`src/rtl/uart_loader_pkg.sv`:
```
// Shared definitions for the UART boot loader: state encoding, sync byte, bytes-per-word helper.
// The CHECK/ERR states are only reachable when LOADER_CKSUM_EN is defined.
package loader_pkg;

  typedef enum logic [2:0] {
    SYNC  = 3'd0,
    LEN   = 3'd1,
    DATA  = 3'd2,
    CHECK = 3'd3,
    DONE  = 3'd4,
    ERR   = 3'd5
  } state_t;

  localparam logic [7:0] SYNC_BYTE = 8'hA5;

  function automatic int bpw(input int word_w);
    return word_w / 8;
  endfunction

endpackage

```
`src/rtl/uart_loader_if.sv`:
```
// Byte stream from the UART and write port into instruction RAM.
// master = loader side, slave = UART/RAM side.
interface loader_if #(
  parameter int WORD_W = 16,
  parameter int ADDR_W = 8
);
  logic [7:0]        uart_data;
  logic              uart_ready;
  logic              mem_we;
  logic [ADDR_W-1:0] mem_addr;
  logic [WORD_W-1:0] mem_wdata;

  modport master (
    input  uart_data, uart_ready,
    output mem_we, mem_addr, mem_wdata
  );

  modport slave (
    output uart_data, uart_ready,
    input  mem_we, mem_addr, mem_wdata
  );
endinterface

```
`src/rtl/uart_loader_rise_detect.sv`:
```
// Rising-edge detector: one-cycle pulse on each 0->1 transition of a level input.
module rise_detect (
  input  logic clk,
  input  logic reset,
  input  logic in,
  output logic pulse
);
  logic in_q;

  always_ff @(posedge clk) begin
    if (reset) in_q <= 1'b0;
    else       in_q <= in;
  end

  assign pulse = in & ~in_q;
endmodule

```
`src/rtl/uart_loader.sv`:
```
// Boot loader: turns the UART byte stream (A5, N, N big-endian words [, checksum]) into RAM writes,
// holding the CPU in reset until the image is complete. Optional checksum byte: LOADER_CKSUM_EN.
module uart_loader #(
  parameter int WORD_W = 16,
  parameter int ADDR_W = 8
) (
  input  logic     clk,
  input  logic     reset,
  input  logic     reload,
  loader_if.master bus,
  output logic     cpu_hold,
  output logic     done,
  output logic     error
);
  import loader_pkg::*;

  localparam int BPW = bpw(WORD_W);
  localparam int BCW = (BPW > 1) ? $clog2(BPW) : 1;

  state_t            state;
  logic              stb;
  logic [7:0]        n;
  logic [7:0]        cnt;
  logic [BCW-1:0]    bcnt;
  logic [WORD_W-1:0] shreg;
  logic [WORD_W-1:0] word_next;
  logic              last_byte;

  rise_detect u_rise (
    .clk   (clk),
    .reset (reset),
    .in    (bus.uart_ready),
    .pulse (stb)
  );

  if (BPW > 1) begin : g_multi
    assign word_next = {shreg[WORD_W-9:0], bus.uart_data};
  end else begin : g_single
    assign word_next = bus.uart_data;
  end

  assign last_byte = (bcnt == BCW'(BPW - 1));

`ifdef LOADER_CKSUM_EN
  logic [7:0] sum;
  logic       error_q;
  assign error = error_q;
`else
  assign error = 1'b0;
`endif

  always_ff @(posedge clk) begin
    if (reset || reload) begin
      state        <= SYNC;
      bus.mem_we   <= 1'b0;
      bus.mem_addr <= '0;
      cpu_hold     <= 1'b1;
      done         <= 1'b0;
      n            <= '0;
      cnt          <= '0;
      bcnt         <= '0;
      shreg        <= '0;
`ifdef LOADER_CKSUM_EN
      sum          <= '0;
      error_q      <= 1'b0;
`endif
      // reload preserves the last written word on the bus
      if (reset) bus.mem_wdata <= '0;
    end else begin
      bus.mem_we <= 1'b0;
      if (bus.mem_we) bus.mem_addr <= bus.mem_addr + 1'b1;

      case (state)
        SYNC: if (stb && bus.uart_data == SYNC_BYTE) state <= LEN;

        LEN: if (stb) begin
          n    <= bus.uart_data;
          cnt  <= '0;
          bcnt <= '0;
`ifdef LOADER_CKSUM_EN
          sum  <= '0;
`endif
          if (bus.uart_data != 8'd0) begin
            state <= DATA;
          end else begin
`ifdef LOADER_CKSUM_EN
            state <= CHECK;
`else
            state    <= DONE;
            done     <= 1'b1;
            cpu_hold <= 1'b0;
`endif
          end
        end

        DATA: if (stb) begin
          shreg <= word_next;
`ifdef LOADER_CKSUM_EN
          sum   <= sum + bus.uart_data;
`endif
          if (last_byte) begin
            bcnt          <= '0;
            bus.mem_wdata <= word_next;
            bus.mem_we    <= 1'b1;
            cnt           <= cnt + 8'd1;
            if (cnt + 8'd1 == n) begin
`ifdef LOADER_CKSUM_EN
              state <= CHECK;
`else
              state    <= DONE;
              done     <= 1'b1;
              cpu_hold <= 1'b0;
`endif
            end
          end else begin
            bcnt <= bcnt + 1'b1;
          end
        end

`ifdef LOADER_CKSUM_EN
        CHECK: if (stb) begin
          if (bus.uart_data == sum) begin
            state    <= DONE;
            done     <= 1'b1;
            cpu_hold <= 1'b0;
          end else begin
            state   <= ERR;
            error_q <= 1'b1;
          end
        end

        ERR: cpu_hold <= 1'b1;
`endif

        DONE: begin
          done     <= 1'b1;
          cpu_hold <= 1'b0;
        end

        default: state <= SYNC;
      endcase
    end
  end
endmodule
```
`src/flat_wrapper.sv`:
```
// flat-port wrapper written by rule: the top's interface ports become plain ports
module uart_loader_flat import loader_pkg::*;
#(
  parameter int WORD_W = 16,
  parameter int ADDR_W = 8
)
  (clk, reset, reload, cpu_hold, done, error, bus_uart_data, bus_uart_ready, bus_mem_we, bus_mem_addr, bus_mem_wdata);
  loader_if #(.WORD_W(WORD_W), .ADDR_W(ADDR_W)) bus_i ();
  input  logic clk;
  input  logic reset;
  input  logic reload;
  output logic cpu_hold;
  output logic done;
  output logic error;
  input wire logic [$bits(bus_i.uart_data)-1:0] bus_uart_data;
  input wire logic [$bits(bus_i.uart_ready)-1:0] bus_uart_ready;
  output wire logic [$bits(bus_i.mem_we)-1:0] bus_mem_we;
  output wire logic [$bits(bus_i.mem_addr)-1:0] bus_mem_addr;
  output wire logic [$bits(bus_i.mem_wdata)-1:0] bus_mem_wdata;
  assign bus_i.uart_data = bus_uart_data;
  assign bus_i.uart_ready = bus_uart_ready;
  assign bus_mem_we = bus_i.mem_we;
  assign bus_mem_addr = bus_i.mem_addr;
  assign bus_mem_wdata = bus_i.mem_wdata;
  uart_loader #(.WORD_W(WORD_W), .ADDR_W(ADDR_W)) u_core (.clk(clk), .reset(reset), .reload(reload), .bus(bus_i), .cpu_hold(cpu_hold), .done(done), .error(error));
endmodule
```
`config.mk`:
```
export PLATFORM = sky130hd
export DESIGN_NAME = uart_loader_flat
export DESIGN_NICKNAME = d
export VERILOG_FILES = /design/src/rtl/uart_loader_pkg.sv /design/src/rtl/uart_loader_if.sv /design/src/rtl/uart_loader_rise_detect.sv /design/src/rtl/uart_loader.sv /design/src/flat_wrapper.sv
export SDC_FILE = /design/constraint.sdc
export NUM_CORES = 1
export LEC_CHECK = 0
export ABC_AREA = 1
export BUFFER_PORTS_ARGS = -buffer_cell sky130_fd_sc_hd__buf_4
export CAP_MARGIN = 5
export CELL_PAD_IN_SITES_DETAIL_PLACEMENT = 0
export CELL_PAD_IN_SITES_GLOBAL_PLACEMENT = 1
export CORE_MARGIN = 2
export CORE_UTILIZATION = 35
export CTS_CLUSTER_DIAMETER = 200
export DETAILED_ROUTE_END_ITERATION = 10
export GPL_TIMING_DRIVEN = 0
export PLACE_DENSITY_LB_ADDON = 0.12
export SLEW_MARGIN = 10
export SYNTH_ARGS = -nofsm -noshare
export SYNTH_HDL_FRONTEND = slang
export SYNTH_SLANG_ARGS = --single-unit
```
`constraint.sdc`:
```
create_clock -name clk -period 2.1 [get_ports clk]
set_input_delay 0.315 -clock clk [delete_from_list [all_inputs] [get_ports clk]]
set_output_delay 0.315 -clock clk [all_outputs]
set_load 0.05 [all_outputs]
```
==> flow_metrics.tcl <==
set metrics [dict create \
    final_cell_mix "52 x sky130_fd_sc_hd__nand2_1, 49 x sky130_fd_sc_hd__inv_1, 41 x sky130_fd_sc_hd__buf_4, 40 x sky130_fd_sc_hd__dfxtp_1, 34 x sky130_fd_sc_hd__a21oi_1" \
    postSynthAreaPerCell_um2 7.99 \
    worst_skew_pair.late_latency_ns 0.31 \
    postRouteWirelength_um 5540 \
    dieArea_mm2 0.00767 \
    detail-route-antenna-nets 0 \
    fin_crit_sh 0.891 \
    routed_via_count 2055 \
    critical_path.cell_chain "inv_1, nor3_2, inv_1, nor2_1, inv_2, nor2_4, inv_1, o21bai_4, buf_12" \
    timing.slew.headroom 0.536 \
    cts.htree.levels 2 \
    grt.overflow.total 0 \
    dr.first_iter.drc_count 92 \
    postSynthCellCount 306 \
    coreArea_mm2 0.00679 \
    muxShareOfSynthArea 0 \
    number_of_antenna_repair_diodes 0 \
    clk_pin_slew_ns 0.11 \
    yosys.area_share.xor_xnor 0.00358 \
    number_of_buffers_inserted_during_clock_tree_synthesis 5 \
    initial_utilization 0.360 \
    post-route-min-period_ns 1.87 \
    drt_pass1_iterations 5 \
    nets 368 \
    top_level_ports 40 \
    power_density_mw_per_mm2 641 \
    cpLargestDelayFamily "buffers and inverters" \
    grt_pass1_vias 1955 \
    hold_buffers 0 \
    critPathMaxStageDelay_ns 0.37 \
    synth_compound_gate_area_share 0.129 \
    yosysUniqueCellTypes 29 \
    layout_commonest_cell "sky130_fd_sc_hd__nand2_1" \
    synth_top_area_share 0.327 \
    grt_antenna_before_repair 0 \
    post_layout_nonfiller_instances 451 \
    synth_area_leaders "sky130_fd_sc_hd__dfxtp_1 33%, sky130_fd_sc_hd__edfxtp_1 20%, sky130_fd_sc_hd__nand2_1 8.0%" \
    rows 30 \
    root_buffer "sky130_fd_sc_hd__clkbuf_8" \
    fin_skew_ns 0.00695 \
    synth.yosys.seq_area_share 0.524 \
    ys.warnings.count 0 \
    worstHoldPathType "input pin to register" \
    gpl.final_weighted_congestion 0.758 \
    flow.area_growth_from_synthesis_pct 22.4 \
    finalHoldViolCount 0 \
    ys_ff_latch 56 \
    synth_adder_area_share 0.0102 \
    clkSinkCount 56 \
    fillers 744 \
    synthesis.nets 320 \
    post-dp-hpwl_um 4040 \
    max_freq_mhz 534 \
    post_synth_and_or_nand_nor_area_fraction 0.241 \
    power.static_leakage_uw 0.00120 \
    yosysTopAreaCell "sky130_fd_sc_hd__dfxtp_1" \
    cell_seen_most_often_among_critical_path_stages "sky130_fd_sc_hd__inv_1" \
    slew_violations 0 \
    criticalPathCategory "register to register" \
    per_cell_via_count_in_the_routed_design 4.56 \
    wire_per_inst_um 12.3 \
    worst_slew_pin_slew_ns 0.693 \
    cts_max_path_buffers 2 \
    cp_slowest_cell "sky130_fd_sc_hd__dfxtp_1" \
    run_status "completed" \
    max-vdd-ir-drop_uv 333 \
    critical_path.startpoint_type "register" \
    report.final.setup_viol 0 \
    dominant_combinational_cell_family_by_area_after_synthesis "simple AND/OR/NAND/NOR gates" \
    chipHeight_um 87.6 \
    port_buffers 38 \
    reg2reg_setup_slack_ns 0.23 \
    crit_path_max_fanout 16 \
    cts_tree "yes" \
    drv_cap 0 \
    share_of_post_route_cells_with_drive_strength_above_1 0.192 \
    die_width_um 87.6 \
    remaining_drc_errors 0 \
    grt_first_pass_wirelength_um 9210 \
    overall_routing_resource_usage 0.155 \
    cp.arrival_ns 1.91 \
    critical_path.endpoint_type "register" \
    worstPathBufferInverterCount 5 \
    numPlacedInstances 440 \
    power_uw 1920 \
    cp_data_required_time_ns 2.14 \
    pin_count_of_the_biggest_net_entering_global_routing 20 \
    synth_area_mm2 0.00245 \
]
[worst register-to-register path, delay by kind of cell, from the launching register on]
family / cells / cell delay [ns]
AND/OR/NAND/NOR: 3 / 0.47
AO/OA/AOI/OAI: 1 / 0.17
buffers and inverters: 5 / 0.58
flip-flops: 1 / 0.37
[cell type report]
class	instances	area, µm²	area share
Sequential cell	56	1280	0.428
Clock buffer	5	68.8	0.0230
Timing Repair Buffer	41	320	0.107
Inverter	51	191	0.0640
Multi-Input combinational cell	192	953	0.319
Clock inverter	3	26.3	0.00878
Buffer	7	31.3	0.0105
Tap cell	96	120	0.0401
[cells by family (layout without fill, tap and decap cells)]
family          after synthesis  in the layout
simple gates                126            126
compound gates               62             62
buf+inv                      58            107
flops                        56             56
fa+ha+maj                     2              2
other cells                   1              1
xor+xnor                      1              1
[report_power, final]
group	switching, µW	internal, µW	leakage (µW)	total (µW)
logic	110	47.3	0.000675	158
clock network	387	244	0.0000423	631
registers	3.97	1120	0.000487	1130
[synth_stat cells]
| cell type | number |
|---|---|
| sky130_fd_sc_hd__nand4_1 | 5 |
| sky130_fd_sc_hd__nor2_2 | 4 |
| sky130_fd_sc_hd__nand3_1 | 14 |
| sky130_fd_sc_hd__a31oi_1 | 1 |
| sky130_fd_sc_hd__nand3_2 | 4 |
| sky130_fd_sc_hd__o21bai_1 | 1 |
| sky130_fd_sc_hd__nand2_1 | 52 |
| sky130_fd_sc_hd__dfxtp_1 | 40 |
| sky130_fd_sc_hd__o22ai_1 | 1 |
| sky130_fd_sc_hd__o21ai_0 | 22 |
| sky130_fd_sc_hd__buf_1 | 2 |
| sky130_fd_sc_hd__ha_1 | 2 |
| sky130_fd_sc_hd__edfxtp_1 | 16 |
| sky130_fd_sc_hd__nand2_2 | 3 |
| sky130_fd_sc_hd__clkbuf_1 | 3 |
| sky130_fd_sc_hd__o21ai_1 | 3 |
| sky130_fd_sc_hd__buf_4 | 1 |
| sky130_fd_sc_hd__nor3_1 | 3 |
| sky130_fd_sc_hd__a21oi_1 | 34 |
| sky130_fd_sc_hd__inv_2 | 2 |
| sky130_fd_sc_hd__nor3_2 | 1 |
| sky130_fd_sc_hd__xnor2_1 | 1 |
| sky130_fd_sc_hd__buf_2 | 1 |
| sky130_fd_sc_hd__nand2_4 | 1 |
| sky130_fd_sc_hd__conb_1 | 1 |
| sky130_fd_sc_hd__nand3b_1 | 5 |
| sky130_fd_sc_hd__inv_1 | 49 |
| sky130_fd_sc_hd__nor2_1 | 33 |
| sky130_fd_sc_hd__nor2_4 | 1 |
[timing repair]
item | in CTS | in global routing
buffers inserted | 1 | 2
setup endpoints to repair | 16 | 16
pin swaps | 1 | 1
gates resized for setup | 1 | 0
[layer usage]
layer  GRT usage  routed length, µm  vias to the layer above
li1            -                  -                     1083
met3      0.0330                181                        5
met5           0                  0                        -
met2       0.259               2660                       36
met1       0.207               2630                      931
met4      0.0378                 60                        0
[flip-flops by register name, summed over array words and instances, names as in the netlist]
register              flops
u_core.bus.mem_wdata     16
u_core.bus.mem_addr       8
u_core.cnt                8
u_core.n                  8
u_core.shreg              8
u_core.state              3
u_core.bcnt               1
u_core.bus.mem_we         1
u_core.cpu_hold           1
u_core.done               1
u_core.u_rise.in_q        1
[through the flow]
stage,utilization,hold WS [ns],cell area (µm²),setup TNS (ns),worst slack (ns)
2_1_floorplan,-,0.387,2450,0,0.147
3_3_place_gp,0.420,0.438,2860,-7.33,-0.459
3_5_place_dp,0.420,0.439,2860,-7.86,-0.492
4_1_cts,0.438,0.150,2980,0,0.0228
5_1_grt,0.441,0.160,2990,-0.00504,-0.00132
6_report,0.441,0.157,2990,0,0.228
[final timing paths]
check | start | endpoint | depth (start not counted)
setup / recovery | u_core.state[1] | u_core.bus.mem_wdata[9] | 9
hold / removal | reset | u_core.u_rise.in_q | 2
setup reg to reg | u_core.state[1] | u_core.bus.mem_wdata[9] | 9
hold reg to reg | u_core.bus.mem_addr[7] | u_core.bus.mem_addr[7] | 1
Power figures use the tool's default switching activity.
